[src/rtl/dac_ddr_pkg.sv]
// Shared definitions for the DAC DDR transmit path: lane geometry, FSM states,
// default words and PRBS7 helpers (used when DAC_TX_PRBS_EN is defined).
package dac_ddr_pkg;

  localparam int unsigned LANES  = 8;
  localparam int unsigned WORD_W = 16;

  localparam logic [WORD_W-1:0] TRAIN_PATTERN_DEF = 16'hA55A;
  localparam logic [WORD_W-1:0] IDLE_WORD_DEF     = 16'h0000;

  // x^7 + x^6 + 1: feedback taps are state bits 6 and 5
  localparam logic [6:0] PRBS7_POLY = 7'h60;
  localparam logic [6:0] PRBS7_SEED = 7'h7F;

  typedef enum logic [1:0] {
    ST_IDLE   = 2'd0,
    ST_TRAIN  = 2'd1,
    ST_PRIME  = 2'd2,
    ST_STREAM = 2'd3
  } dac_state_e;

  // Sixteen PRBS7 output bits from state s, first bit in the MSB
  function automatic logic [WORD_W-1:0] prbs7_word(input logic [6:0] s);
    logic [6:0]        t;
    logic [WORD_W-1:0] w;
    logic              fb;
    t = s;
    w = '0;
    for (int i = 0; i < int'(WORD_W); i++) begin
      fb            = ^(t & PRBS7_POLY);
      w[WORD_W-1-i] = fb;
      t             = {t[5:0], fb};
    end
    return w;
  endfunction

  function automatic logic [6:0] prbs7_adv(input logic [6:0] s);
    logic [6:0] t;
    t = s;
    for (int i = 0; i < int'(WORD_W); i++) begin
      t = {t[5:0], ^(t & PRBS7_POLY)};
    end
    return t;
  endfunction

endpackage

[src/rtl/OBUFDS.sv]
// Behavioural stand-in for the vendor OBUFDS differential output buffer.
module OBUFDS (
  output logic O,
  output logic OB,
  input  logic I
);

  assign O  = I;
  assign OB = ~I;

endmodule

[src/rtl/ODDRE1.sv]
// Behavioural stand-in for the vendor ODDRE1 output DDR register; the unisim
// library model replaces it in implementation.
module ODDRE1 #(
  parameter logic IS_C_INVERTED  = 1'b0,
  parameter logic IS_D1_INVERTED = 1'b0,
  parameter logic IS_D2_INVERTED = 1'b0,
  parameter logic SRVAL          = 1'b0
) (
  output logic Q,
  input  logic C,
  input  logic D1,
  input  logic D2,
  input  logic SR
);

  logic c_i;
  logic d1_q;
  logic d2_q;

  assign c_i = C ^ IS_C_INVERTED;

  // Both halves captured on the rising edge; D2 is shown in the low phase
  always_ff @(posedge c_i or posedge SR) begin
    if (SR) begin
      d1_q <= SRVAL;
      d2_q <= SRVAL;
    end else begin
      d1_q <= D1 ^ IS_D1_INVERTED;
      d2_q <= D2 ^ IS_D2_INVERTED;
    end
  end

  assign Q = c_i ? d1_q : d2_q;

endmodule

[src/rtl/dac_tx_fifo.sv]
// Synchronous FIFO with async reset, flush, level and registered not-full.
// No fall-through: a word written this cycle becomes poppable next cycle.
module dac_tx_fifo #(
  parameter int unsigned WIDTH = 16,
  parameter int unsigned DEPTH = 16
) (
  input  logic                     clk,
  input  logic                     rst,
  input  logic                     flush,
  input  logic                     push,
  input  logic [WIDTH-1:0]         wdata,
  input  logic                     pop,
  output logic [WIDTH-1:0]         rdata,
  output logic [$clog2(DEPTH):0]   level,
  output logic                     ready
);

  localparam int unsigned AW = $clog2(DEPTH);
  localparam int unsigned LW = AW + 1;

  logic [WIDTH-1:0] mem [DEPTH];
  logic [AW-1:0]    wr_ptr;
  logic [AW-1:0]    rd_ptr;
  logic             push_ok;
  logic             pop_ok;
  logic [LW-1:0]    level_nxt;

  assign push_ok   = push & ready & ~flush;
  assign pop_ok    = pop & (level != '0) & ~flush;
  assign level_nxt = level + LW'(push_ok) - LW'(pop_ok);
  assign rdata     = mem[rd_ptr];

  always_ff @(posedge clk) begin
    if (push_ok) mem[wr_ptr] <= wdata;
  end

  // Pointers wrap naturally because DEPTH is a power of two
  always_ff @(posedge clk or posedge rst) begin
    if (rst) begin
      wr_ptr <= '0;
      rd_ptr <= '0;
      level  <= '0;
      ready  <= 1'b0;
    end else if (flush) begin
      wr_ptr <= '0;
      rd_ptr <= '0;
      level  <= '0;
      ready  <= 1'b1;
    end else begin
      if (push_ok) wr_ptr <= wr_ptr + AW'(1);
      if (pop_ok)  rd_ptr <= rd_ptr + AW'(1);
      level <= level_nxt;
      ready <= (level_nxt < LW'(DEPTH));
    end
  end

endmodule

[src/rtl/dac_ddr_tx.sv]
// DAC transmit path: FIFO, link-training sequencer and 8-lane DDR serialiser.
// Define DAC_TX_PRBS_EN to train with PRBS7 instead of the fixed pattern.
module dac_ddr_tx
  import dac_ddr_pkg::*;
#(
  parameter int unsigned       FIFO_DEPTH    = 16,
  parameter int unsigned       TRAIN_CYCLES  = 64,
  parameter logic [WORD_W-1:0] TRAIN_PATTERN = TRAIN_PATTERN_DEF,
  parameter logic [WORD_W-1:0] IDLE_WORD     = IDLE_WORD_DEF
) (
  input  logic                          clk,
  input  logic                          rst,
  input  logic                          enable,
  input  logic                          train_req,
  input  logic [WORD_W-1:0]             s_data,
  input  logic                          s_valid,
  output logic                          s_ready,
  output logic                          training,
  output logic [15:0]                   underflow_cnt,
  output logic [$clog2(FIFO_DEPTH):0]   fifo_level,
  output logic                          dac_clk_p,
  output logic                          dac_clk_n,
  output logic [LANES-1:0]              dac_p,
  output logic [LANES-1:0]              dac_n
);

  localparam int unsigned LVL_W = $clog2(FIFO_DEPTH) + 1;
  localparam int unsigned CNT_W = (TRAIN_CYCLES > 1) ? $clog2(TRAIN_CYCLES) : 1;

  dac_state_e        state;
  dac_state_e        state_nxt;
  logic [CNT_W-1:0]  cnt;
  logic [CNT_W-1:0]  cnt_nxt;
  logic [WORD_W-1:0] tx_word;
  logic [WORD_W-1:0] tx_nxt;
  logic [WORD_W-1:0] train_word;
  logic [WORD_W-1:0] fifo_rdata;
  logic              pop;
  logic              uf_inc;
  logic              flush;
  logic              push;
  logic [LANES-1:0]  lane_q;
  logic              fclk_q;

  assign flush = (state == ST_IDLE) | ~enable;
  assign push  = s_valid & s_ready & ~flush;

  dac_tx_fifo #(
    .WIDTH (WORD_W),
    .DEPTH (FIFO_DEPTH)
  ) u_fifo (
    .clk   (clk),
    .rst   (rst),
    .flush (flush),
    .push  (push),
    .wdata (s_data),
    .pop   (pop),
    .rdata (fifo_rdata),
    .level (fifo_level),
    .ready (s_ready)
  );

  // Next state, training counter, next tx word and pop decision
  always_comb begin
    state_nxt = state;
    cnt_nxt   = cnt;
    tx_nxt    = IDLE_WORD;
    pop       = 1'b0;
    uf_inc    = 1'b0;
    if (!enable) begin
      state_nxt = ST_IDLE;
    end else begin
      case (state)
        ST_IDLE: begin
          state_nxt = ST_TRAIN;
          cnt_nxt   = '0;
        end
        ST_TRAIN: begin
          tx_nxt = train_word;
          if (train_req) begin
            cnt_nxt = '0;
          end else if (cnt == CNT_W'(TRAIN_CYCLES - 1)) begin
            state_nxt = ST_PRIME;
          end else begin
            cnt_nxt = cnt + CNT_W'(1);
          end
        end
        ST_PRIME: begin
          if (train_req) begin
            state_nxt = ST_TRAIN;
            cnt_nxt   = '0;
          end else if (fifo_level >= LVL_W'(FIFO_DEPTH / 2)) begin
            state_nxt = ST_STREAM;
          end
        end
        ST_STREAM: begin
          if (train_req) begin
            state_nxt = ST_TRAIN;
            cnt_nxt   = '0;
          end else if (fifo_level != '0) begin
            pop    = 1'b1;
            tx_nxt = fifo_rdata;
          end else begin
            uf_inc = 1'b1;
          end
        end
        default: state_nxt = ST_IDLE;
      endcase
    end
  end

  always_ff @(posedge clk or posedge rst) begin
    if (rst) begin
      state         <= ST_IDLE;
      cnt           <= '0;
      tx_word       <= IDLE_WORD;
      training      <= 1'b0;
      underflow_cnt <= '0;
    end else begin
      state    <= state_nxt;
      cnt      <= cnt_nxt;
      tx_word  <= tx_nxt;
      training <= (state_nxt == ST_TRAIN);
      if (uf_inc && (underflow_cnt != 16'hFFFF)) underflow_cnt <= underflow_cnt + 16'd1;
    end
  end

`ifdef DAC_TX_PRBS_EN
  logic [6:0] lfsr;
  logic       reseed;

  // Entering TRAIN (or restarting it) starts the sequence from the seed
  assign reseed = (state_nxt == ST_TRAIN) && ((state != ST_TRAIN) || train_req);

  always_ff @(posedge clk or posedge rst) begin
    if (rst)                    lfsr <= PRBS7_SEED;
    else if (reseed)            lfsr <= PRBS7_SEED;
    else if (state == ST_TRAIN) lfsr <= prbs7_adv(lfsr);
  end

  assign train_word = prbs7_word(lfsr);
`else
  assign train_word = TRAIN_PATTERN;
`endif

  // Lane i: even bit on the rising edge, odd bit on the falling edge
  for (genvar i = 0; i < int'(LANES); i++) begin : g_lane
    ODDRE1 #(
      .IS_C_INVERTED  (1'b0),
      .IS_D1_INVERTED (1'b0),
      .IS_D2_INVERTED (1'b0),
      .SRVAL          (1'b0)
    ) u_oddr (
      .Q  (lane_q[i]),
      .C  (clk),
      .D1 (tx_word[2*i]),
      .D2 (tx_word[2*i+1]),
      .SR (rst)
    );

    OBUFDS u_obuf (
      .O  (dac_p[i]),
      .OB (dac_n[i]),
      .I  (lane_q[i])
    );
  end

  ODDRE1 #(
    .IS_C_INVERTED  (1'b0),
    .IS_D1_INVERTED (1'b0),
    .IS_D2_INVERTED (1'b0),
    .SRVAL          (1'b0)
  ) u_oddr_clk (
    .Q  (fclk_q),
    .C  (clk),
    .D1 (1'b1),
    .D2 (1'b0),
    .SR (rst)
  );

  OBUFDS u_obuf_clk (
    .O  (dac_clk_p),
    .OB (dac_clk_n),
    .I  (fclk_q)
  );

endmodule

[config.mk]
export PLATFORM = sky130hd
export DESIGN_NAME = dac_ddr_tx
export DESIGN_NICKNAME = d
export VERILOG_FILES = /design/src/rtl/dac_ddr_pkg.sv /design/src/rtl/OBUFDS.sv /design/src/rtl/ODDRE1.sv /design/src/rtl/dac_tx_fifo.sv /design/src/rtl/dac_ddr_tx.sv
export SDC_FILE = /design/constraint.sdc
export NUM_CORES = 1
export LEC_CHECK = 0
export BUFFER_PORTS_ARGS = -buffer_cell sky130_fd_sc_hd__buf_2
export CAP_MARGIN = 30
export CORE_MARGIN = 2
export CORE_UTILIZATION = 61
export DETAILED_ROUTE_END_ITERATION = 10
export PLACE_DENSITY = 0.79
export SYNTH_ARGS = -nofsm -noshare
export SYNTH_HDL_FRONTEND = slang
export SYNTH_HIERARCHICAL = 1
export SYNTH_SLANG_ARGS = --single-unit
[constraint.sdc]
create_clock -name clk -period 4.65 [get_ports clk]
set_clock_uncertainty 0.1 [all_clocks]
set_input_delay 0.6975 -clock clk [delete_from_list [all_inputs] [get_ports clk]]
set_output_delay 0.6975 -clock clk [all_outputs]
set_load 0.01 [all_outputs]
# Word level (Yosys, flattened, before mapping)
# Memory sizes are Yosys's and may differ from the RTL's.
# Cells that the tools add are included.
# word_totals
register_bits,72
ram_bits,256
inputBits,21
n_memories,1
# memory_table
name,words,width,read_ports,rd_clocked_by_memory_dff,wr,line,source
u_fifo.mem,16,16,1,0,1,dac_tx_fifo.sv:21,logic [WIDTH-1:0] mem [DEPTH];
# classes
add_sub_neg,6
n_lt_le_gt_ge,2
n_eq_ne,8
mux,40
n_bitwise,18
reduce_logical,7
# op_table
cell,count
2-to-1 mux 16 bit,3
case mux 16 bit (2 select lines),1
2-to-1 mux 1 bit,20
2-to-1 mux 6 bit,3
case mux 6 bit (3 select lines),1
"adder 16 x 1 -> 16 bit, second input constant",1
2-to-1 mux 4 bit,4
"inequality test 16 bit, second input constant",1
2-to-1 mux 2 bit,6
NOT 1 bit,11
"adder 4 x 1 -> 4 bit, second input constant",2
case mux 2 bit (4 select lines),1
"adder 6 x 1 -> 6 bit, second input constant",1
AND 1 bit,6
"equality test 6 bit, second input constant",1
adder 5 x 1 -> 5 bit,1
">= comparator 5 x 4 -> 1 bit, second input constant",1
"less-than comparator 5 bit, second input constant",1
2-to-1 mux 5 bit,1
nonzero test 5 bit,1
subtractor 5 x 1 -> 5 bit,1
"equality test 2 x 1 -> 1 bit, second input constant",2
"equality test 2 bit, second input constant",2
nonzero test 2 bit,2
7 further kinds,7

# Depth between registers and ports, before layout
# Gate-level depths: netlist of the first run.
# depth
word_depth,10
ltp_mapped,15
ltp_nobuf,14

# Cells and area by module
# The synthesis of the first run kept the hierarchy.
# by_module_without_submodules
mod,instances,cells_per_inst,area_each_um2,seq_area_each_um2
dac_tx_fifo,1,571,10941.7,8037.7
dac_ddr_tx,1,181,1931.9,1026.0
ODDRE1,9,4,68.8,50.0
OBUFDS,9,2,11.3,0.0

==> results of run 1 <==
[stage by stage]
stage / power, mW / cell area (um2) / utilization (%) / std cells
global route: 7.21 / 16500 / 75.8 / 1246
floorplan: 3.42 / 13600 / - / 806
global placement: 3.47 / 14100 / 64.8 / 1129
detailed placement: 3.48 / 14100 / 64.8 / 1129
CTS: 7.09 / 16500 / 75.7 / 1244
finish: 7.02 / 16500 / 75.8 / 1246
[layout by cell type (no fill, tap or decap), types with 3 or more instances in the layout]
cell type / Yosys / routed
a21oi_1: 14 / 14
nor3_2: 0 / 6
clkbuf_16: 0 / 84
a22oi_1: 16 / 16
a221oi_2: 24 / 24
mux2i_1: 64 / 64
nor2_1: 26 / 26
clkbuf_8: 0 / 5
o21ai_1: 2 / 3
nand2_1: 45 / 45
a221oi_1: 8 / 8
xnor2_1: 7 / 7
nand4_1: 8 / 8
inv_6: 0 / 3
mux2_4: 9 / 9
nor4_2: 2 / 4
inv_2: 1 / 3
dfrtp_1: 73 / 72
ha_1: 13 / 13
nor3_1: 14 / 8
and3_1: 3 / 3
mux2_2: 3 / 3
nand2b_1: 7 / 7
o21ai_0: 23 / 22
clkinv_2: 0 / 6
mux4_2: 32 / 32
buf_4: 15 / 26
clkinv_1: 0 / 5
buf_2: 4 / 59
nand3_1: 17 / 17
edfxtp_1: 256 / 256
xor2_1: 14 / 14
clkbuf_1: 8 / 5
and2_1: 10 / 10
inv_1: 36 / 33
[cell type report]
class	count	area (um2)	area share, %
sequential	329	9520	57.6
multi-input combinational	397	3630	22.0
clock buffer	114	2310	14.0
timing repair buffer	69	425	2.57
tap	280	350	2.12
clock inverter	27	194	1.17
inverter	28	105	0.636
antenna	2	5.00	0.0303
[logic make-up after synthesis]
| group | share of synthesized area (%) |
|---|---|
| other cells | 0.0552 |
| fa+ha+maj | 1.34 |
| xor+xnor | 1.35 |
| simple gates | 6.32 |
| compound gates | 5.98 |
| mux | 11.3 |
| buf+inv | 3.62 |
| flops | 70.0 |
[how the worst max path moves through the flow]
stage | from | end | slack (ns) | cells past startpoint
2_1_floorplan | state[1] | u_fifo/mem[1][0] | 1.10 | 5
3_3_place_gp | enable | u_fifo/level[4] | 1.07 | 16
3_5_place_dp | enable | u_fifo/level[4] | 0.90 | 16
4_1_cts | clk | dac_n[7] | 0.04 | 10
5_1_grt | clk | dac_n[3] | 0.008 | 10
6_report | clk | dac_n[3] | 0.04 | 10
[flip-flops by register name, indices dropped and copies added (netlist names), 2 cells and up]
signal and cells:
g_lane.u_oddr/d2_q 8, state 2, u_fifo/rd_ptr 4, u_fifo/level 5
g_lane.u_oddr/d1_q 8, cnt 6, u_fifo/mem 256, underflow_cnt 16
tx_word 16, u_fifo/wr_ptr 4
[worst max-delay path, stage by stage]
cell and delay, ns:
clkbuf_16 0.12, clkbuf_16 0.13, clkbuf_16 0.15, clkbuf_16 0.16
mux2_4 0.33, clkbuf_16 0.15, clkbuf_16 0.13, clkbuf_16 0.13
inv_1 0.06, buf_2 0.12
[layer usage]
| layer | up-vias | GRT usage [%] | share of wire [%] |
|---|---|---|---|
| met2 | 403 | 47.1 | 52 |
| li1 | 3365 | - | - |
| met1 | 3980 | 32.8 | 36 |
| met3 | 117 | 7.54 | 7.4 |
| met5 | - | 0 | 0 |
| met4 | 0 | 16.9 | 4.2 |
[power groups by stage]
| stage | clock network (mW) | registers (mW) | logic [mW] |
|---|---|---|---|
| 3_3_place_gp | 0.147 | 3.25 | 0.0695 |
| 3_5_place_dp | 0.147 | 3.25 | 0.0773 |
| 5_1_grt | 3.93 | 3.19 | 0.0904 |
| 2_1_floorplan | 0.141 | 3.25 | 0.0280 |
| 6_report | 3.75 | 3.19 | 0.0795 |
| 4_1_cts | 3.82 | 3.19 | 0.0803 |
[what timing repair did]
item,in CTS,in global routing
gates resized for setup,7,0
endpoints found under the setup margin,18,0
hold buffers,1,0
hold endpoints to repair,18,0
setup buffers,2,0
==> impl_metrics.yaml, run 1 <==
timing:
  final.setup.tns_ns: 0
  setup_viol: 0
  setup_slack_ns: 0.0431
  rsz0062_at_grt: "false"
  holdWs_ns: 0.248
  final_hold_viol_count: 0
  max_slew_margin_pct: 37.4
  slew_viol_final: 0
  tightest_slew_ns: 0.936
pwr:
  p_per_area_nw_per_um2: 424
  combPwrFrac_pct: 1.1
  p_leak_nw: 6.06
  internal_power_mw: 5.57
  p_sw_mw: 1.45
  switching_share_pct: 20.7
  p_clk_share_pct: 53.4
  ir_drop_v: 0.000330
  power_frac_seq_pct: 45.5
floorplanning:
  start_util_pct: 62.3
  die_w_um: 153
  die_area_um2: 23500
  ios: 62
  rows: 54
  coreArea_um2: 21800
  die_height_um: 153
critical_path:
  cp.required_ns: 3.85
  r2r-end: "u_fifo/level[4]"
  reg2reg_depth: 15
  worstPathArrival_ns: 3.81
  r2r-start: "state[1]"
  cp-start-kind: "clock port"
  critPathCaptureType: "output port"
  worstPathMaxFanout: 5
  r2r_slack_ns: 1.05
  crit_type: "clk2out"
worst_hold_path:
  whs_path_depth: 2
  hold_start: "enable"
  hold_path_class: "in2reg"
  holdPathEnd: "state[0]"
synth:
  ys.flop_type: "edfxtp_1"
  synth_edf_count: 256
  synth-seq-area-share_pct: 70.0
  yosysTopAreaCell: "edfxtp_1"
  synth.most_common_cell: "edfxtp_1"
  ys_async_sr_fraction_pct: 22.2
  yosysUniqueCellTypes: 63
  synth_commonest_cells: "edfxtp_1, dfrtp_1, mux2i_1, nand2_1, inv_1"
  syn_nets: 841
  ys_seq_elements: 329
  synth_area_um2: 13600
  synth_top_area_share_pct: 56.5
  synth_warnings: 6
  synth_area_per_cell_um2: 16.9
  postSynthCellCount: 806
  netlist_top_cells_area: "edfxtp_1, dfrtp_1, mux4_2"
global_routing:
  grt-ovfl-total: 0
  grt_usage_pct: 28.2
  grt_pass1_wl_um: 48800
  grt_pass1_vias: 8733
  grt_start_max_net_pins: 44
  antenna_found_initial: 2
place:
  numPortBuffers: 61
  place_ws_ns: 0.896
  dp_hpwl_um: 16300
  gp_congestion: 0.785
routing:
  viasPerCell: 6.31
  wl_um: 31600
  vias: 7865
  routedWlPerCell_um: 25.4
  antenna_left: 0
  first_pass_iters: 5
  drc: 0
  drt_iter0_drc: 776
finish:
  fillers: 1197
  drive_above_1_share_pct: 29.5
  area_delta_synth_final_pct: 21.6
  final_nets: 973
clock_tree:
  cts_tree: "built"
  cts.clk_slew.worst_paths_ns: 0.05
  clk_latency_ns: 0.63
status:
  status: "finished, final reports clean"
job:
  maxCapViolations: 0
Power figures use the tool's default switching activity.
==> run 2: changes to the inputs <==
Settings changed: ABC_AREA set to 1, CORE_UTILIZATION 61 to 62, PLACE_DENSITY 0.79 to 0.8.
Clock period 4.65 ns to 4.75 ns, I/O delays scaled along.
==> run 2 against run 1 <==
Count of clock-buffer cells in the layout is 4 higher; cell area is 7.5% higher; utilization is 0.67 points higher.
==> impl_metrics.yaml, run 2 <==
routing:
  wl_um: 39300
  first_pass_iters: 5
  drc: 0
  vias: 11068
  viasPerCell: 5.67
  drt_iter0_drc: 1738
  routedWlPerCell_um: 20.1
  antenna_left: 0
global_routing:
  grt_usage_pct: 35.6
  grt_pass1_wl_um: 64800
  antenna_found_initial: 2
  grt_start_max_net_pins: 81
  grt_pass1_vias: 11517
  grt-ovfl-total: 0
critical_path:
  worst-path-buf-inv: 10
  slowest_delay_ns: 0.19
  r2r-end: "u_fifo/level[4]"
  crit_type: "clk2out"
  worstPathMaxFanout: 11
  cp_common_cell: "clkbuf_16"
  worstPathArrival_ns: 3.82
  cp_cell_sequence: "clkbuf_16, clkbuf_16, clkbuf_16, clkbuf_16, inv_1, nand2_1, nand2_4, clkbuf_16, clkbuf_16, clkbuf_16, inv_1, buf_2"
  cp_slowest_cell: "clkbuf_16"
  r2r-start: "u_fifo/level[4]"
  critPathCaptureType: "output port"
  reg2reg_depth: 17
  cp-start-kind: "clock port"
  crit_family: "buffers and inverters"
  r2r_slack_ns: 1.19
  cp.required_ns: 3.94
clock_tree:
  cts.clk_slew.worst_paths_ns: 0.07
  cts_tree: "built"
  clk_latency_ns: 0.63
timing:
  setup_viol: 0
  final_hold_viol_count: 0
  rsz0062_at_grt: "false"
  max_slew_margin_pct: 30.8
  final.setup.tns_ns: 0
  tightest_slew_ns: 1.03
  slew_viol_final: 0
finish:
  drive_above_1_share_pct: 16.6
  top_register: "u_fifo/mem"
  largest_reg_flops: 256
  final_nets: 1640
  mostFrequentLayoutCells: "nand2_1, edfxtp_1, inv_1, nor2_1, nand3_1"
  instances_no_fill: 1952
  reg_top3: "u_fifo/mem (256), tx_word (16), underflow_cnt (16)"
  area_delta_synth_final_pct: 22.2
  final_common_cell: "nand2_1"
worst_hold_path:
  hold_path_class: "reg2reg"
  whs_path_depth: 0
  holdPathEnd: "g_lane[3].u_oddr/d2_q"
  hold_start: "tx_word[7]"
synth:
  yosysUniqueCellTypes: 34
  netlist_top_cells_area: "edfxtp_1, nand2_1, dfrtp_1"
  ys_seq_elements: 329
  synth_warnings: 6
  ys_async_sr_fraction_pct: 22.2
  ys.flop_type: "edfxtp_1"
  synth_area_per_cell_um2: 9.82
  syn_nets: 1517
  postSynthCellCount: 1482
  synth_top_area_share_pct: 52.8
  synth_area_um2: 14600
  synth_commonest_cells: "nand2_1, edfxtp_1, inv_1, nor2_1, nand3_1"
  synth-seq-area-share_pct: 65.4
  synth_edf_count: 256
  yosysTopAreaCell: "edfxtp_1"
  synth.most_common_cell: "nand2_1"
pwr:
  p_per_area_nw_per_um2: 410
  p_sw_mw: 1.63
  p_leak_nw: 7.74
  power_frac_seq_pct: 42.9
  ir_drop_v: 0.000330
  internal_power_mw: 5.66
  p_clk_share_pct: 55.8
  switching_share_pct: 22.4
  combPwrFrac_pct: 1.4
place:
  dp_hpwl_um: 19600
  place_inst: 1823
  gp_congestion: 0.826
  numPortBuffers: 61
floorplanning:
  die_height_um: 157
  start_util_pct: 62.6
  rows: 56
  die_w_um: 157
  die_area_um2: 24700
  ios: 62
  coreArea_um2: 23300
status:
  status: "finished, final reports clean"
job:
  maxCapViolations: 0
## run 2: worst max-delay path by stage
stage / startpoint / to / slack, ns / cells past startpoint
after detailed placement: train_req / u_fifo/level[4] / 1.13 / 19
after floorplan: clk / dac_clk_p / 1.32 / 4
after CTS: clk / dac_n[2] / 0.12 / 12
after global routing: clk / dac_n[1] / 0.02 / 12
after global placement: train_req / u_fifo/level[4] / 1.22 / 19
final: clk / dac_n[2] / 0.12 / 12
## run 2: power by group through the flow
stage / clock network (mW) / registers (mW) / logic [mW]
after CTS: 4.10 / 3.12 / 0.0929
after floorplan: 0.132 / 3.18 / 0.0303
after detailed placement: 0.137 / 3.18 / 0.0885
after global placement: 0.137 / 3.18 / 0.0854
after global routing: 4.26 / 3.13 / 0.114
final: 4.07 / 3.13 / 0.100
## run 2: timing repair
item,4_1_cts,5_1_grt
endpoints found under the hold margin,18,0
pin swaps,9,0
gates resized for setup,29,1
gates cloned,0,0
hold buffers,1,0
setup buffers,8,0
endpoints found under the setup margin,18,1
## run 2: kinds of logic after synthesis
kind of cell             Yosys count  share of synthesized area (%)
AND/OR/NAND/NOR                  853                           23.9
flip-flops                       329                           65.4
buffers and inverters            243                           7.64
AO/OA/AOI/OAI                     32                           1.18
adder cells (fa/ha/maj)           14                           1.26
XOR/XNOR                           9                          0.542
other                              2                         0.0516
## run 2: metrics by stage
step | utilization [%] | total power [mW] | setup slack [ns] | hold slack [ns] | cell area (um2)
global route | 76.4 | 7.50 | 0.0200 | 0.259 | 17800
finish | 76.4 | 7.29 | 0.117 | 0.253 | 17800
global placement | 64.7 | 3.40 | 1.22 | 0.234 | 15000
detailed placement | 64.9 | 3.41 | 1.13 | 0.235 | 15100
floorplan | - | 3.34 | 1.32 | 0.231 | 14600
CTS | 76.2 | 7.32 | 0.115 | 0.254 | 17700
## run 2: layout make-up
type	count	area, um2
fillers	1405	5480
well taps	319	399
multi-input cells	910	4080
clock buffers	118	2400
repair buffers	69	477
clock inverters	41	278
diodes	2	5.00
inverters	164	618
flip-flops and latches	329	9520
## run 2: per-layer routing
layer | vias up | GRT usage (%) | routed length, um
met5 | - | 4.76 | 165
met2 | 661 | 51.9 | 18800
met3 | 168 | 18.0 | 4390
li1 | 4950 | - | -
met4 | 8 | 19.9 | 1670
met1 | 5281 | 42.6 | 14300
